File: config.mk
export PLATFORM = sky130hd
export DESIGN_NAME = alu_issue_queue_flat
export DESIGN_NICKNAME = d
export VERILOG_FILES = /design/src/rtl/alu_issue_queue_if.sv /design/src/rtl/alu_issue_queue.sv /design/src/flat_wrapper.sv
export SDC_FILE = /design/constraint.sdc
export NUM_CORES = 2
export LEC_CHECK = 0
export CORE_MARGIN = 2
export CORE_UTILIZATION = 53
export CTS_CLUSTER_DIAMETER = 40
export CTS_CLUSTER_SIZE = 40
export DETAILED_ROUTE_END_ITERATION = 6
export PLACE_DENSITY = 0.88
export SYNTH_ARGS = -nofsm -noshare
export SYNTH_HDL_FRONTEND = slang
export SYNTH_SLANG_ARGS = --single-unit
File: constraint.sdc
create_clock -name clk -period 11.1 [get_ports clk]
set_clock_uncertainty 0.2 [all_clocks]
set_input_delay 1.665 -clock clk [delete_from_list [all_inputs] [get_ports clk]]
set_output_delay 1.665 -clock clk [all_outputs]
set_load 0.03 [all_outputs]
File: src/rtl/alu_issue_queue_if.sv
// alu_issue_queue_if: dispatch, CDB and issue signals of one ALU issue queue
interface alu_issue_queue_if #(parameter int DEPTH = 4, parameter int TAG_W = 6, parameter int DATA_W = 32);
  localparam int CW = $clog2(DEPTH + 1);
  logic              flush;
  logic              disp_en;
  logic [2:0]        disp_ext;
  logic [2:0]        disp_funct3;
  logic [DATA_W-1:0] disp_op1;
  logic [TAG_W-1:0]  disp_op1_tag;
  logic              disp_op1_rdy;
  logic [DATA_W-1:0] disp_op2;
  logic [TAG_W-1:0]  disp_op2_tag;
  logic              disp_op2_rdy;
  logic [TAG_W-1:0]  disp_rd_tag;
  logic              cdb_valid;
  logic [TAG_W-1:0]  cdb_tag;
  logic [DATA_W-1:0] cdb_data;
  logic              queue_full;
  logic [CW-1:0]     queue_count;
  logic              issue_valid;
  logic              issue_ready;
  logic [2:0]        issue_ext;
  logic [2:0]        issue_funct3;
  logic [DATA_W-1:0] issue_op1;
  logic [DATA_W-1:0] issue_op2;
  logic [TAG_W-1:0]  issue_rd_tag;
  modport master (
    output flush, disp_en, disp_ext, disp_funct3, disp_op1, disp_op1_tag, disp_op1_rdy,
           disp_op2, disp_op2_tag, disp_op2_rdy, disp_rd_tag, cdb_valid, cdb_tag, cdb_data, issue_ready,
    input  queue_full, queue_count, issue_valid, issue_ext, issue_funct3, issue_op1, issue_op2, issue_rd_tag
  );
  modport slave (
    input  flush, disp_en, disp_ext, disp_funct3, disp_op1, disp_op1_tag, disp_op1_rdy,
           disp_op2, disp_op2_tag, disp_op2_rdy, disp_rd_tag, cdb_valid, cdb_tag, cdb_data, issue_ready,
    output queue_full, queue_count, issue_valid, issue_ext, issue_funct3, issue_op1, issue_op2, issue_rd_tag
  );
endinterface

File: src/rtl/alu_issue_queue.sv
// alu_issue_queue: collapsing ALU issue queue with CDB wakeup and oldest-ready select
module alu_issue_queue #(parameter int DEPTH = 4, parameter int TAG_W = 6, parameter int DATA_W = 32) (
  input logic clk,
  input logic rst,
  alu_issue_queue_if.slave q
);
  localparam int CW = $clog2(DEPTH + 1);
  localparam int IW = $clog2(DEPTH);
  typedef struct packed {
    logic              v;
    logic              r1;
    logic              r2;
    logic [2:0]        ext;
    logic [2:0]        f3;
    logic [TAG_W-1:0]  t1;
    logic [TAG_W-1:0]  t2;
    logic [TAG_W-1:0]  rd;
    logic [DATA_W-1:0] o1;
    logic [DATA_W-1:0] o2;
  } ent_t;
  ent_t          e_q [DEPTH];
  ent_t          e_d [DEPTH];
  ent_t          n, inc, s;
  logic [CW-1:0] cnt_q, cnt_d, cnt_a;
  logic [IW-1:0] sel;
  logic          found, fire, enq, hit1, hit2;
  assign hit1 = q.cdb_valid && q.disp_op1_tag == q.cdb_tag;
  assign hit2 = q.cdb_valid && q.disp_op2_tag == q.cdb_tag;
  assign inc = '{v: 1'b1, r1: q.disp_op1_rdy | hit1, r2: q.disp_op2_rdy | hit2,
                 ext: q.disp_ext, f3: q.disp_funct3, t1: q.disp_op1_tag, t2: q.disp_op2_tag,
                 rd: q.disp_rd_tag, o1: q.disp_op1_rdy ? q.disp_op1 : q.cdb_data,
                 o2: q.disp_op2_rdy ? q.disp_op2 : q.cdb_data};
  assign q.queue_full = cnt_q == CW'(DEPTH);
  assign enq = q.disp_en && !q.queue_full;
  assign fire = found && q.issue_ready;
  assign cnt_a = cnt_q - CW'(fire);
  assign cnt_d = q.flush ? '0 : cnt_a + CW'(enq);
  always_comb begin
    sel = '0;
    found = 1'b0;
    for (int i = DEPTH - 1; i >= 0; i--)
      if (e_q[i].v && e_q[i].r1 && e_q[i].r2) begin
        sel = IW'(i);
        found = 1'b1;
      end
  end
  // Entries at or above the issued slot slide down; wakeup and enqueue act on the shifted view
  always_comb begin
    n = '0;
    for (int i = 0; i < DEPTH; i++) begin
      n = (fire && IW'(i) >= sel) ? ((i < DEPTH - 1) ? e_q[(i < DEPTH - 1) ? i + 1 : i] : '0) : e_q[i];
      if (q.cdb_valid && n.v && !n.r1 && n.t1 == q.cdb_tag) begin
        n.r1 = 1'b1;
        n.o1 = q.cdb_data;
      end
      if (q.cdb_valid && n.v && !n.r2 && n.t2 == q.cdb_tag) begin
        n.r2 = 1'b1;
        n.o2 = q.cdb_data;
      end
      if (enq && cnt_a == CW'(i)) n = inc;
      e_d[i] = q.flush ? '0 : n;
    end
  end
  always_ff @(posedge clk or posedge rst)
    if (rst) begin
      for (int i = 0; i < DEPTH; i++) e_q[i] <= '0;
      cnt_q <= '0;
    end else begin
      for (int i = 0; i < DEPTH; i++) e_q[i] <= e_d[i];
      cnt_q <= cnt_d;
    end
  assign s = found ? e_q[sel] : '0;
  assign q.queue_count = cnt_q;
  assign q.issue_valid = found;
  assign q.issue_ext = s.ext;
  assign q.issue_funct3 = s.f3;
  assign q.issue_op1 = s.o1;
  assign q.issue_op2 = s.o2;
  assign q.issue_rd_tag = s.rd;
endmodule

File: src/flat_wrapper.sv
// flat-port wrapper written by rule: the top's interface ports become plain ports
module alu_issue_queue_flat 
#(parameter int DEPTH = 4, parameter int TAG_W = 6, parameter int DATA_W = 32)
  (clk, rst, q_flush, q_disp_en, q_disp_ext, q_disp_funct3, q_disp_op1, q_disp_op1_tag, q_disp_op1_rdy, q_disp_op2, q_disp_op2_tag, q_disp_op2_rdy, q_disp_rd_tag, q_cdb_valid, q_cdb_tag, q_cdb_data, q_issue_ready, q_queue_full, q_queue_count, q_issue_valid, q_issue_ext, q_issue_funct3, q_issue_op1, q_issue_op2, q_issue_rd_tag);
  alu_issue_queue_if #(.DEPTH(DEPTH), .TAG_W(TAG_W), .DATA_W(DATA_W)) q_i ();
  input logic clk;
  input logic rst;
  input wire logic [$bits(q_i.flush)-1:0] q_flush;
  input wire logic [$bits(q_i.disp_en)-1:0] q_disp_en;
  input wire logic [$bits(q_i.disp_ext)-1:0] q_disp_ext;
  input wire logic [$bits(q_i.disp_funct3)-1:0] q_disp_funct3;
  input wire logic [$bits(q_i.disp_op1)-1:0] q_disp_op1;
  input wire logic [$bits(q_i.disp_op1_tag)-1:0] q_disp_op1_tag;
  input wire logic [$bits(q_i.disp_op1_rdy)-1:0] q_disp_op1_rdy;
  input wire logic [$bits(q_i.disp_op2)-1:0] q_disp_op2;
  input wire logic [$bits(q_i.disp_op2_tag)-1:0] q_disp_op2_tag;
  input wire logic [$bits(q_i.disp_op2_rdy)-1:0] q_disp_op2_rdy;
  input wire logic [$bits(q_i.disp_rd_tag)-1:0] q_disp_rd_tag;
  input wire logic [$bits(q_i.cdb_valid)-1:0] q_cdb_valid;
  input wire logic [$bits(q_i.cdb_tag)-1:0] q_cdb_tag;
  input wire logic [$bits(q_i.cdb_data)-1:0] q_cdb_data;
  input wire logic [$bits(q_i.issue_ready)-1:0] q_issue_ready;
  output wire logic [$bits(q_i.queue_full)-1:0] q_queue_full;
  output wire logic [$bits(q_i.queue_count)-1:0] q_queue_count;
  output wire logic [$bits(q_i.issue_valid)-1:0] q_issue_valid;
  output wire logic [$bits(q_i.issue_ext)-1:0] q_issue_ext;
  output wire logic [$bits(q_i.issue_funct3)-1:0] q_issue_funct3;
  output wire logic [$bits(q_i.issue_op1)-1:0] q_issue_op1;
  output wire logic [$bits(q_i.issue_op2)-1:0] q_issue_op2;
  output wire logic [$bits(q_i.issue_rd_tag)-1:0] q_issue_rd_tag;
  assign q_i.flush = q_flush;
  assign q_i.disp_en = q_disp_en;
  assign q_i.disp_ext = q_disp_ext;
  assign q_i.disp_funct3 = q_disp_funct3;
  assign q_i.disp_op1 = q_disp_op1;
  assign q_i.disp_op1_tag = q_disp_op1_tag;
  assign q_i.disp_op1_rdy = q_disp_op1_rdy;
  assign q_i.disp_op2 = q_disp_op2;
  assign q_i.disp_op2_tag = q_disp_op2_tag;
  assign q_i.disp_op2_rdy = q_disp_op2_rdy;
  assign q_i.disp_rd_tag = q_disp_rd_tag;
  assign q_i.cdb_valid = q_cdb_valid;
  assign q_i.cdb_tag = q_cdb_tag;
  assign q_i.cdb_data = q_cdb_data;
  assign q_i.issue_ready = q_issue_ready;
  assign q_queue_full = q_i.queue_full;
  assign q_queue_count = q_i.queue_count;
  assign q_issue_valid = q_i.issue_valid;
  assign q_issue_ext = q_i.issue_ext;
  assign q_issue_funct3 = q_i.issue_funct3;
  assign q_issue_op1 = q_i.issue_op1;
  assign q_issue_op2 = q_i.issue_op2;
  assign q_issue_rd_tag = q_i.issue_rd_tag;
  alu_issue_queue #(.DEPTH(DEPTH), .TAG_W(TAG_W), .DATA_W(DATA_W)) u_core (.clk(clk), .rst(rst), .q(q_i));
endmodule
Word-level counts from Yosys, hierarchy flattened:

Index checks and enable logic that the tools add are counted.

* $add $sub $neg: 2
* order comparisons: 5
* eq/ne operators: 14
* multiplexer cells: 43
* bitwise operators: 3
* reductions and logical operators: 62

Operator list (number)
* $mux W91: 12
* $mux W32: 10
* $mux W88: 3
* $bmux W91 S2: 1
* $eq A6 B6 Y1: 10
* $logic_and A1 B1 Y1: 40
* $reduce_bool A4 Y1: 8
* $mux W1: 12
* $reduce_bool A3 Y1: 4
* $logic_not A1 Y1: 9
* $mux W2: 4
* $eq A3 B2 Y1 const B: 2
* $ge A1 B2 Y1 const A: 2
* $ge A2 B2 Y1 const A: 2
* $add A3 B1 Y3: 1
* $eq A3 B1 Y1 const B: 1
* $eq A3 B3 Y1 const B: 1
* $ge A3 B3 Y1 const B: 1
* $logic_not A3 Y1: 1
* $mux W3: 1
* $not A2 Y3: 1
* $sub A3 B1 Y3: 1
* $or A1 B1 Y1: 2

* register bits after elaboration: 367
* input port bits: 134

Depth between registers and ports, before layout:

* depth after elaboration: 15
* gate-level depth with buffers: 16
* mapped depth without buffers: 13

Worst setup path before layout:

Ideal clock, no wire load.

* kind: input -> register
* start: in q_issue_ready
* end: reg u_core.e_q[39] (netlist name)
* setup time: 0.126 ns
* data arrival time: 4.176 ns
* required time: 10.774 ns
* path slack: 6.598 ns
* stages on the path: 13
* buffers on the path: 3
* path through: nand2_1 > inv_1 > ha_1 > ha_1 > xor2_1 > nor4b_1 > and2_1 > clkbuf_1 > nor3_1 > and2_0 > clkbuf_1 > clkbuf_1 > a221o_1

* longest elaborated chain between the ends: 9

Ends and longest elaborated chain
* start, declared: line flat_wrapper.sv:22 `input wire logic [$bits(q_i.issue_ready)-1:0] q_issue_ready;`
* $logic_and A1 B1 Y1 (*): line alu_issue_queue.sv:35 `assign fire = found && q.issue_ready;`
* parallel branches: the longest is 8 deep, another holds $sub A3 B1 Y3

Mark *: on every way between the ends. The select of a mux whose other input is x is not followed.
A chain may end at the register's enable or synchronous reset.

Worst setup path after layout:

* start: reg u_core.e_q[89] (netlist name)
* end: out q_issue_op1[2]

* longest elaborated chain between the ends: 11

Ends and longest elaborated chain
* $logic_and A1 B1 Y1 (*) (2 in series): line alu_issue_queue.sv:42 `if (e_q[i].v && e_q[i].r1 && e_q[i].r2) begin`
* $mux W2 (4 in series): line alu_issue_queue.sv:42
* $not A2 Y3 (not written as such): line alu_issue_queue.sv:72 `assign s = found ? e_q[sel] : '0;`
* $bmux W91 S2: line alu_issue_queue.sv:72
* $mux W88 (not written as such) (2 in series): line alu_issue_queue.sv:72
* $mux W88 (*): line alu_issue_queue.sv:72
* end, declared: line flat_wrapper.sv:28 `output wire logic [$bits(q_i.issue_op1)-1:0] q_issue_op1;`

Every way passes the cells marked *; elsewhere a longest branch is shown, timed or not. The select of a mux whose other input is x is not followed.

==> results.sh <==
export IMPL_grt_ovfl_total=0
export IMPL_path_cells="nand3_1, nand2b_1, a21boi_4, buf_4, buf_4, mux4_2, and2_1, clkdlybuf4s50_1"
export IMPL_crit_required_ps=9240
export IMPL_path_clk_slew_ps=60
export IMPL_viasPerCell=7.47
export IMPL_yosysWarnings=0
export IMPL_ys_seq_area_frac=0.385
export IMPL_dp_slack_ps=4320
export IMPL_synth_edf_count=0
export IMPL_yosysTopAreaCell="dfrtp_1"
export IMPL_wl_met2_um=38100
export IMPL_ir_drop_v=0.0000911
export IMPL_worst_pin_slew_ps=1220
export IMPL_cp_max_fo=39
export IMPL_nets=2743
export IMPL_synth_top_area_share=0.385
export IMPL_die_h_um=216
export IMPL_htree_levels=2
export IMPL_cts_inserted_buffers=48
export IMPL_cts_tree="built"
export IMPL_p_per_area_nw_per_um2=139
export IMPL_final_max_slew_viol_count=0
export IMPL_synth_distinct_cells=66
export IMPL_syn2layout_area_growth_pct=16.1
export IMPL_ys_async_sr_fraction=1.00
export IMPL_hold_path_startpoint="u_core.e_q[148]"
export IMPL_fin_ws_ps=4280
export IMPL_drtPass1Iterations=7
export IMPL_synth_common_cells="dfrtp_1, nand2_1, a21oi_1"
export IMPL_grt_max_degree=105
export IMPL_clock_latency_ps=600
export IMPL_reg2reg_from="u_core.e_q[362]"
export IMPL_max_slew_margin=0.189
export IMPL_cts_hold_buf=0
export IMPL_synth_compound_area_frac=0.274
export IMPL_finalWirelength_um=88300
export IMPL_ys_ff_latch=367
export IMPL_finalSetupViolCount=0
export IMPL_hpwl_um=51500
export IMPL_finalHoldViolations=0
export IMPL_cp_common_cell="buf_4"
export IMPL_wl_met3_um=13200
export IMPL_synth_simple_area_share=0.132
export IMPL_rsz0062_at_grt="no"
export IMPL_leakage_nw=11.3
export IMPL_synthAdderAreaFrac=0.00210
export IMPL_die_area_um2=46700
export IMPL_syn_inst=2603
export IMPL_io_pins=215
export IMPL_synth_avg_cell_area_um2=9.15
export IMPL_synthMuxAreaShare=0.134
export IMPL_timing_final_crit_share=0.614
export IMPL_vias=24200
export IMPL_worstSetupPathType="flip-flop to output port"
export IMPL_crit_start="u_core.e_q[89]"
export IMPL_clock_sinks=367
export IMPL_status="finished with violations"
export IMPL_antenna_found_initial=2
export IMPL_placeableCoreArea_um2=44300
export IMPL_worstPathArrival_ps=4950
export IMPL_syn_num_nets=2741
export IMPL_synth_top_family_by_area="compound AO/OA/AOI/OAI gates"
export IMPL_grt_pass1_vias=24100
export IMPL_violations="DRC"
export IMPL_initial_core_util=0.538
export IMPL_ant_nets=0
export IMPL_synth_area_leaders="dfrtp_1, mux4_2, mux2i_1, a21oi_1, nand2_1"
export IMPL_fp_dieW_um=216
export IMPL_cts_resized=0
export IMPL_cts_buffer_depth=3
export IMPL_hp_class="flip-flop to flip-flop"
export IMPL_wl_met1_um=30900
export IMPL_critPathLaunchType="flip-flop"
export IMPL_drc_errors=2
export IMPL_grt_usage=0.368
export IMPL_wl_per_cell_um=27.3
export IMPL_ys_flop_type="dfrtp_1"
export IMPL_cts_root_buf="clkbuf_16"
export IMPL_crit_slowest_cell="buf_4"
export IMPL_holdWs_ps=315
export IMPL_drive_above_1_share=0.0969
export IMPL_synth_xor_area_frac=0.0169
export IMPL_n_antenna_cell=0
export IMPL_grt_first_pass_wirelength_um=136000
export IMPL_synthMostInstantiatedCell="dfrtp_1"
export IMPL_synth_area_um2=23800
export IMPL_postCtsSetupBuffers=0
export IMPL_io_buffers=214
export IMPL_top_layer_used="met5"
export IMPL_final_min_clock_period_ps=6820
export IMPL_globalplace_congestion=0.964
export IMPL_clock_fmax_mhz=147
export IMPL_drt_iter0_markers=4318
export IMPL_crit_path_max_incr_delay_ps=800
export IMPL_fin_setup_tns_ps=0
export IMPL_core_rowCount=77
export IMPL_placed_cells=3147
export IMPL_drv_cap=0
export IMPL_stdcell_count=3234
export IMPL_end_kind="output port"
## cell usage in the layout (no fill, tap or decap), types with 32 or more instances in the layout
cell               n
a211o_1           66
a211oi_1          48
a21oi_1          263
a221o_1           32
a221oi_1          37
a311oi_1          59
a31oi_1           70
a32o_1            64
and2_1            84
buf_4             50
clkbuf_16         48
clkdlybuf4s50_1  211
dfrtp_1          367
mux2i_1          145
mux4_2            77
nand2_1          322
nand3_1           45
nor2_1           190
o21a_1            62
o21ai_0           68
o21ai_1           38
o31ai_1           68
## per-stage QoR
stage          instance area (um2)  utilization  power [mW]
2_1_floorplan                23800            -        1.91
3_3_place_gp                 26000        0.586        2.11
3_5_place_dp                 26000        0.586        2.13
4_1_cts                      27700        0.625        3.80
5_1_grt                      27700        0.625        3.93
6_report                     27700        0.625        3.84
## final cells by class
cell class	instances	area (um2)
clock buffers	55	1290
fillers	3438	16600
clock inverters	32	437
well taps	592	741
repair buffers	264	2510
flip-flops and latches	367	9180
inverters	12	48.8
multi-input cells	1912	13500
## sequential cells by signal, indices dropped and copies added (netlist names)
| signal | cells |
|---|---|
| u_core.e_q | 364 |
| u_core.q.queue_count | 3 |
## critical path, delay by kind of cell, from the launching register on
family / cells / cell delay, ps
buffers and inverters: 3 / 2020
muxes: 1 / 650
AOI/OAI and AO/OA: 1 / 630
and+or+nand+nor: 3 / 610
DFF: 1 / 420
## path summary, 6_finish.rpt
path | endpoint | slack [ps] | cells after the start
max | q_issue_op1[2] | 4280 | 8
min | u_core.e_q[148] | 320 | 1
max reg2reg | u_core.e_q[208] | 5850 | 11
min reg2reg | u_core.e_q[148] | 320 | 1
max in group asynchronous | u_core.e_q[279] | 7060 | 4
min in group asynchronous | u_core.e_q[327] | 1290 | 2
## power by group
group	total (mW)	switching, mW	internal [mW]	leakage, nW
clock network	1.69	0.692	0.995	0.824
logic	0.659	0.424	0.235	5.51
registers	1.49	0.0704	1.42	5.00
## cells by family (layout without fill, tap and decap cells)
group	Yosys count	in the layout
multiplexers	223	223
adder cells (fa/ha/maj)	4	4
buffers and inverters	324	363
AO/OA/AOI/OAI	931	931
flip-flops	367	367
XOR/XNOR	46	46
AND/OR/NAND/NOR	708	708
## routing by layer
metal	up-vias	track usage
met3	551	0.122
met2	2347	0.534
met1	11500	0.472
li1	9749	-
met4	6	0.239
met5	-	0
Note: power is estimated with default switching activity, not from simulation.
